==> config.mk <==
export PLATFORM = sky130hd
export DESIGN_NAME = mem_port_arbiter
export DESIGN_NICKNAME = d
export VERILOG_FILES = /design/src/rtl/mem_port_arbiter.sv
export SDC_FILE = /design/constraint.sdc
export NUM_CORES = 1
export LEC_CHECK = 0
export CAP_MARGIN = 30
export CELL_PAD_IN_SITES_DETAIL_PLACEMENT = 0
export CELL_PAD_IN_SITES_GLOBAL_PLACEMENT = 2
export CORE_ASPECT_RATIO = 1.4
export CORE_MARGIN = 4
export CORE_UTILIZATION = 26
export CTS_CLUSTER_SIZE = 16
export DETAILED_ROUTE_END_ITERATION = 16
export PLACE_DENSITY_LB_ADDON = 0.1
export SLEW_MARGIN = 10
export SYNTH_ARGS = -nofsm -noshare
export SYNTH_HDL_FRONTEND = slang
export SYNTH_SLANG_ARGS = --single-unit
export TNS_END_PERCENT = 5
==> constraint.sdc <==
create_clock -name clk -period 2.7 [get_ports clk]
set_input_delay 0.54 -clock clk [delete_from_list [all_inputs] [get_ports clk]]
set_output_delay 0.54 -clock clk [all_outputs]
set_load 0.03 [all_outputs]
==> src/rtl/mem_port_arbiter.sv <==
// Arbitrates the shared single-port instruction/data memory between fetch and load/store.
// Data accesses win ties. A starvation counter forces a fetch grant after STARVE_MAX consecutive losses.
module mem_port_arbiter #(
    parameter int AW         = 32,
    parameter int DW         = 32,
    parameter int MEM_LAT    = 1,
    parameter int STARVE_MAX = 3
) (
    input  logic          clk,
    input  logic          rst_n,
    input  logic          if_req,
    input  logic [AW-1:0] if_addr,
    output logic          if_gnt,
    output logic          if_rvalid,
    output logic [DW-1:0] if_rdata,
    input  logic          d_req,
    input  logic          d_we,
    input  logic [AW-1:0] d_addr,
    input  logic [DW-1:0] d_wdata,
    output logic          d_gnt,
    output logic          d_done,
    output logic [DW-1:0] d_rdata,
    output logic          mem_en,
    output logic          mem_we,
    output logic [AW-1:0] mem_addr,
    output logic [DW-1:0] mem_wdata,
    input  logic [DW-1:0] mem_rdata,
    output logic          busy
);

    typedef enum logic [1:0] {IDLE, ISSUE, WAIT, DONE} state_e;

    localparam logic [3:0] StarveMax = 4'(STARVE_MAX);
    localparam logic [3:0] LatMax    = 4'(MEM_LAT);

    state_e        state_q, state_d;
    logic [AW-1:0] addr_q, addr_d;
    logic [DW-1:0] wdata_q, wdata_d;
    logic          we_q, we_d;
    logic          dwin_q, dwin_d;
    logic [3:0]    starve_q, starve_d;
    logic [3:0]    lat_q, lat_d;
    logic [DW-1:0] if_rdata_q, if_rdata_d;
    logic [DW-1:0] d_rdata_q, d_rdata_d;

    logic forceIf;
    logic pickIf;
    logic pickD;

    always_ff @(posedge clk or negedge rst_n) begin
        if (!rst_n) begin
            state_q    <= IDLE;
            addr_q     <= '0;
            wdata_q    <= '0;
            we_q       <= 1'b0;
            dwin_q     <= 1'b0;
            starve_q   <= '0;
            lat_q      <= '0;
            if_rdata_q <= '0;
            d_rdata_q  <= '0;
        end else begin
            state_q    <= state_d;
            addr_q     <= addr_d;
            wdata_q    <= wdata_d;
            we_q       <= we_d;
            dwin_q     <= dwin_d;
            starve_q   <= starve_d;
            lat_q      <= lat_d;
            if_rdata_q <= if_rdata_d;
            d_rdata_q  <= d_rdata_d;
        end
    end

    // Arbitration happens on the edge leaving IDLE or DONE, so DONE can chain straight into ISSUE.
    always_comb begin
        state_d    = state_q;
        addr_d     = addr_q;
        wdata_d    = wdata_q;
        we_d       = we_q;
        dwin_d     = dwin_q;
        starve_d   = starve_q;
        lat_d      = lat_q;
        if_rdata_d = if_rdata_q;
        d_rdata_d  = d_rdata_q;

        forceIf = (STARVE_MAX != 0) && (starve_q == StarveMax);
        pickIf  = if_req && (!d_req || forceIf);
        pickD   = d_req && !pickIf;

        unique case (state_q)
            IDLE, DONE: begin
                if (pickIf || pickD) begin
                    state_d = ISSUE;
                    dwin_d  = pickD;
                    we_d    = pickD && d_we;
                    addr_d  = pickD ? d_addr : if_addr;
                    if (pickD) begin
                        wdata_d = d_wdata;
                    end
                    if (pickIf) begin
                        starve_d = '0;
                    end else if (if_req && starve_q != 4'hF) begin
                        starve_d = starve_q + 4'd1;
                    end
                end else begin
                    state_d = IDLE;
                end
            end
            ISSUE: begin
                lat_d   = 4'd1;
                state_d = we_q ? DONE : WAIT;
            end
            WAIT: begin
                if (lat_q == LatMax) begin
                    state_d = DONE;
                    if (dwin_q) begin
                        d_rdata_d = mem_rdata;
                    end else begin
                        if_rdata_d = mem_rdata;
                    end
                end else begin
                    lat_d = lat_q + 4'd1;
                end
            end
            default: state_d = IDLE;
        endcase
    end

    // Strobes decode straight from state so a reset drops them without waiting for a clock.
    assign mem_en    = (state_q == ISSUE);
    assign mem_we    = (state_q == ISSUE) && we_q;
    assign mem_addr  = addr_q;
    assign mem_wdata = wdata_q;
    assign if_gnt    = (state_q == ISSUE) && !dwin_q;
    assign d_gnt     = (state_q == ISSUE) && dwin_q;
    assign if_rvalid = (state_q == DONE) && !dwin_q;
    assign d_done    = (state_q == DONE) && dwin_q;
    assign if_rdata  = if_rdata_q;
    assign d_rdata   = d_rdata_q;
    assign busy      = (state_q != IDLE);

endmodule

==> impl_results.md <==
* CTS Buffer Depth at 2
* Die area at 25600 um2
* CP Launch Point: state_q[1]$_DFFE_PN0P_
* Final hold vios at 0
* Mapped Nets at 600
* Largest area contributor in the netlist: dfrtp_1
* Met2 Use GR at 26.5%
* Type of the most critical hold path: in2async
* Critical Path AT at 2.03 ns
* Reg clk slew, reported paths at 0.05 ns
* CTS tree: yes
* Peak Freq at 389 MHz
* Period utilization at 95.1%
* Routability cong. at 0.719
* CTS H-tree lvls at 4
* Clock Skew at 0.00800 ns
* Port bufs at 267
* Most frequent cells in the layout: clkdlybuf4s50_1 (265), dfrtp_1 (140), nand2_1 (68), mux2_2 (66)
* Die height at 188 um
* Post-synth EDFFs at 0
* CTS buffer count at 17
* Critical-path cell list: inv_1, ha_2, nor2b_1, clkdlybuf4s50_1
* Antenna Violating Nets Remaining at 0
* Clk root buf: clkbuf_16
* Vias in the first global route at 5159
* R2R Path Start: lat_q[1]$_DFFE_PN0P_
* Switch share at 41.0%
* Post-DR vias/cell at 4.49
* Top FF cell, synth: dfrtp_1
* Mapped Area at 5990 um2
* Detail-routed net length per standard cell at 18.3 um
* GRT Util Overall at 15.1%
* Yosys top cell area share at 58.4%
* Row cnt at 65
* Startpoint types: register
* First-pass GRT wire length at 29600 um
* Minimum clock period at 2.57 ns
* Commonest non-fill, non-tap cell in the layout: clkdlybuf4s50_1
* Seq/Total Area, Yosys at 58.4%
* Worst Path Required at 2.16 ns
* Worst path depth at 4
* Reg-to-reg endpoint: d_rdata[22]$_DFFE_PN0P_
* Synth area leaders: dfrtp_1 (58%), mux2_2 (12%), mux2_4 (7.5%), nand2_1 (4.3%), o211ai_1 (4.0%)
* Max-slew headroom at 55.2%
* # setup viols final at 0
* Leak at 4.04 nW
* Asr flop ratio synth at 100%
* Vias at 4672
* DRC Markers at 0
* Least-Margin Pin Slew at 0.672 ns
* DR pass1 iterations at 4
* Drt initial violations at 214
* Layer carrying the most global-route usage: met2
* Post-synth cell types at 37
* Post-Syn Instances at 460
* Fin util at 42.6%
* Comb power frac at 55.7%
* Reg-to-reg slack, setup at 0.44 ns
* Die X at 136 um
* Sequential power share at 27.9%
* Synth Register Bits at 140
* Clock sinks at 140
* Grt ovf at 0
* Pwr Density at 1420 nW/um2
* Worst skew pair latency at 0.42 ns
* Crit-path max cell delay at 0.68 ns
* Top Ports at 268
* Top Family by Delay on Critical Path: buffers and inverters
* Met3 usage at 5.93%
* Crit path max-delay cell type: clkdlybuf4s50_1
* Final wirelength at 19100 um
* Reg2Reg Depth at 6
* Internal Power at 0.00806 W
* RSZ-0062 raised after global routing: false
* Setup CP Type: reg2out
* Worst VDD drop at 531 uV
* Diodes inserted at 0
* Core Area at 22600 um2
* NumNets Final at 868
* Max_cap viols at 0
* Worst Path Max Fanout at 8
* Clock power share at 16.5%
* Worst Path Buf+Inv at 2
* Max-slew violations at 0
* Worst Setup EP: if_gnt
* Mapped Avg Cell Area at 13.0 um2
* Setup TNS at 0 ns
* Hold-fix buffers at CTS at 0
* Share of cells above drive strength 1 at 19.6%
* Worst setup EP type: primary output
* HPWL after DPL at 14000 um
* Largest net degree at the start of global routing at 65
* Status: finished clean
* Net Switching at 0.00561 W
* Met1 Usage GRT at 16.5%
* Initial core utilization at 26.5%
* Antenna violations before repair at 0
* Ys Warns at 0
* Area delta synth->final at 60.5%
==> worst reg2reg max path, delay by kind of cell, from the launching register on <==
kind	cells	cell delay [ns]
flops	1	0.40
simple gates	2	0.81
buf+inv	2	0.40
mux	1	0.40
fa+ha+maj	1	0.12
==> registers in the layout, summed over array words and instances (netlist names) <==
signal     cells
d_rdata       32
if_rdata      32
mem_addr      32
mem_wdata     32
lat_q          4
starve_q       4
state_q        2
dwin_q         1
we_q           1
==> power by group through the flow <==
stage,Combinational (W),Sequential (W),Clock [W]
floorplan,0.00262,0.00572,0
global placement,0.00765,0.00380,0
detailed placement,0.00773,0.00384,0
CTS,0.00774,0.00382,0.00234
global route,0.00808,0.00396,0.00242
finish,0.00761,0.00381,0.00225
==> cell type report <==
cell class	instances	area, um2
clock buffers	24	472
clock inverters	7	90.1
fillers	2175	13000
inverters	10	37.5
multi-input cells	278	2330
flip-flops and latches	140	3500
well taps	301	377
repair buffers	281	2820
==> per-stage QoR <==
| step | std cells | hold slack [ns] | instance area (um2) | power [W] | setup slack (ns) |
|---|---|---|---|---|---|
| finish | 1041 | 0.112 | 9620 | 0.0137 | 0.131 |
| global route | 1041 | 0.163 | 9620 | 0.0145 | 0.00639 |
| CTS | 1041 | 0.145 | 9620 | 0.0139 | 0.00442 |
| detailed placement | 1010 | 0.479 | 9060 | 0.0116 | 0.277 |
| global placement | 1010 | 0.471 | 9060 | 0.0115 | 0.348 |
| floorplan | 460 | 0.244 | 5990 | 0.00834 | 0.746 |
==> cells by family after synthesis <==
group	share of synthesized area, %
multiplexers	21.0
buffers and inverters	3.17
AO/OA/AOI/OAI	5.74
XOR/XNOR	0.292
adder cells (fa/ha/maj)	1.46
flip-flops	58.4
AND/OR/NAND/NOR	9.94
==> Yosys cell counts (2+ instances only) <==
cell,n
nand4_1,32
nor2b_1,2
buf_6,3
dfrtp_1,140
inv_1,9
nand2_1,68
and2_1,4
nand3_1,3
nand2b_1,2
buf_2,8
nor2_1,2
o211ai_1,32
mux2i_1,4
mux2_1,2
a21oi_1,3
xnor2_1,2
a22o_1,4
ha_1,7
mux2_4,30
clkbuf_1,21
mux2_2,66
==> timing repair <==
item	CTS	global route
gates resized for setup	1	1
setup buffers	0	0
hold endpoints to repair	0	0
setup endpoints to repair	1	2
pin swaps	0	0
==> routing by layer <==
metal / vias up / wire [um]
li1: 2168 / -
met1: 2301 / 7310
met2: 189 / 9930
met5: - / 0
met3: 14 / 1620
met4: 0 / 244
==> worst min path at each step <==
| stage | slack, ns | endpoint | start | depth (start not counted) |
|---|---|---|---|---|
| 5_1_grt | 0.16 | d_rdata[9]$_DFFE_PN0P_ | rst_n | 1 |
| 3_3_place_gp | 0.47 | if_rdata[5]$_DFFE_PN0P_ | if_rdata[5]$_DFFE_PN0P_ | 1 |
| 3_5_place_dp | 0.48 | if_rdata[4]$_DFFE_PN0P_ | if_rdata[4]$_DFFE_PN0P_ | 1 |
| 2_1_floorplan | 0.24 | d_rdata[0]$_DFFE_PN0P_ | rst_n | 0 |
| 6_report | 0.11 | d_rdata[9]$_DFFE_PN0P_ | rst_n | 1 |
| 4_1_cts | 0.15 | d_rdata[9]$_DFFE_PN0P_ | rst_n | 1 |
No activity file was read; power rests on OpenSTA's default activity.
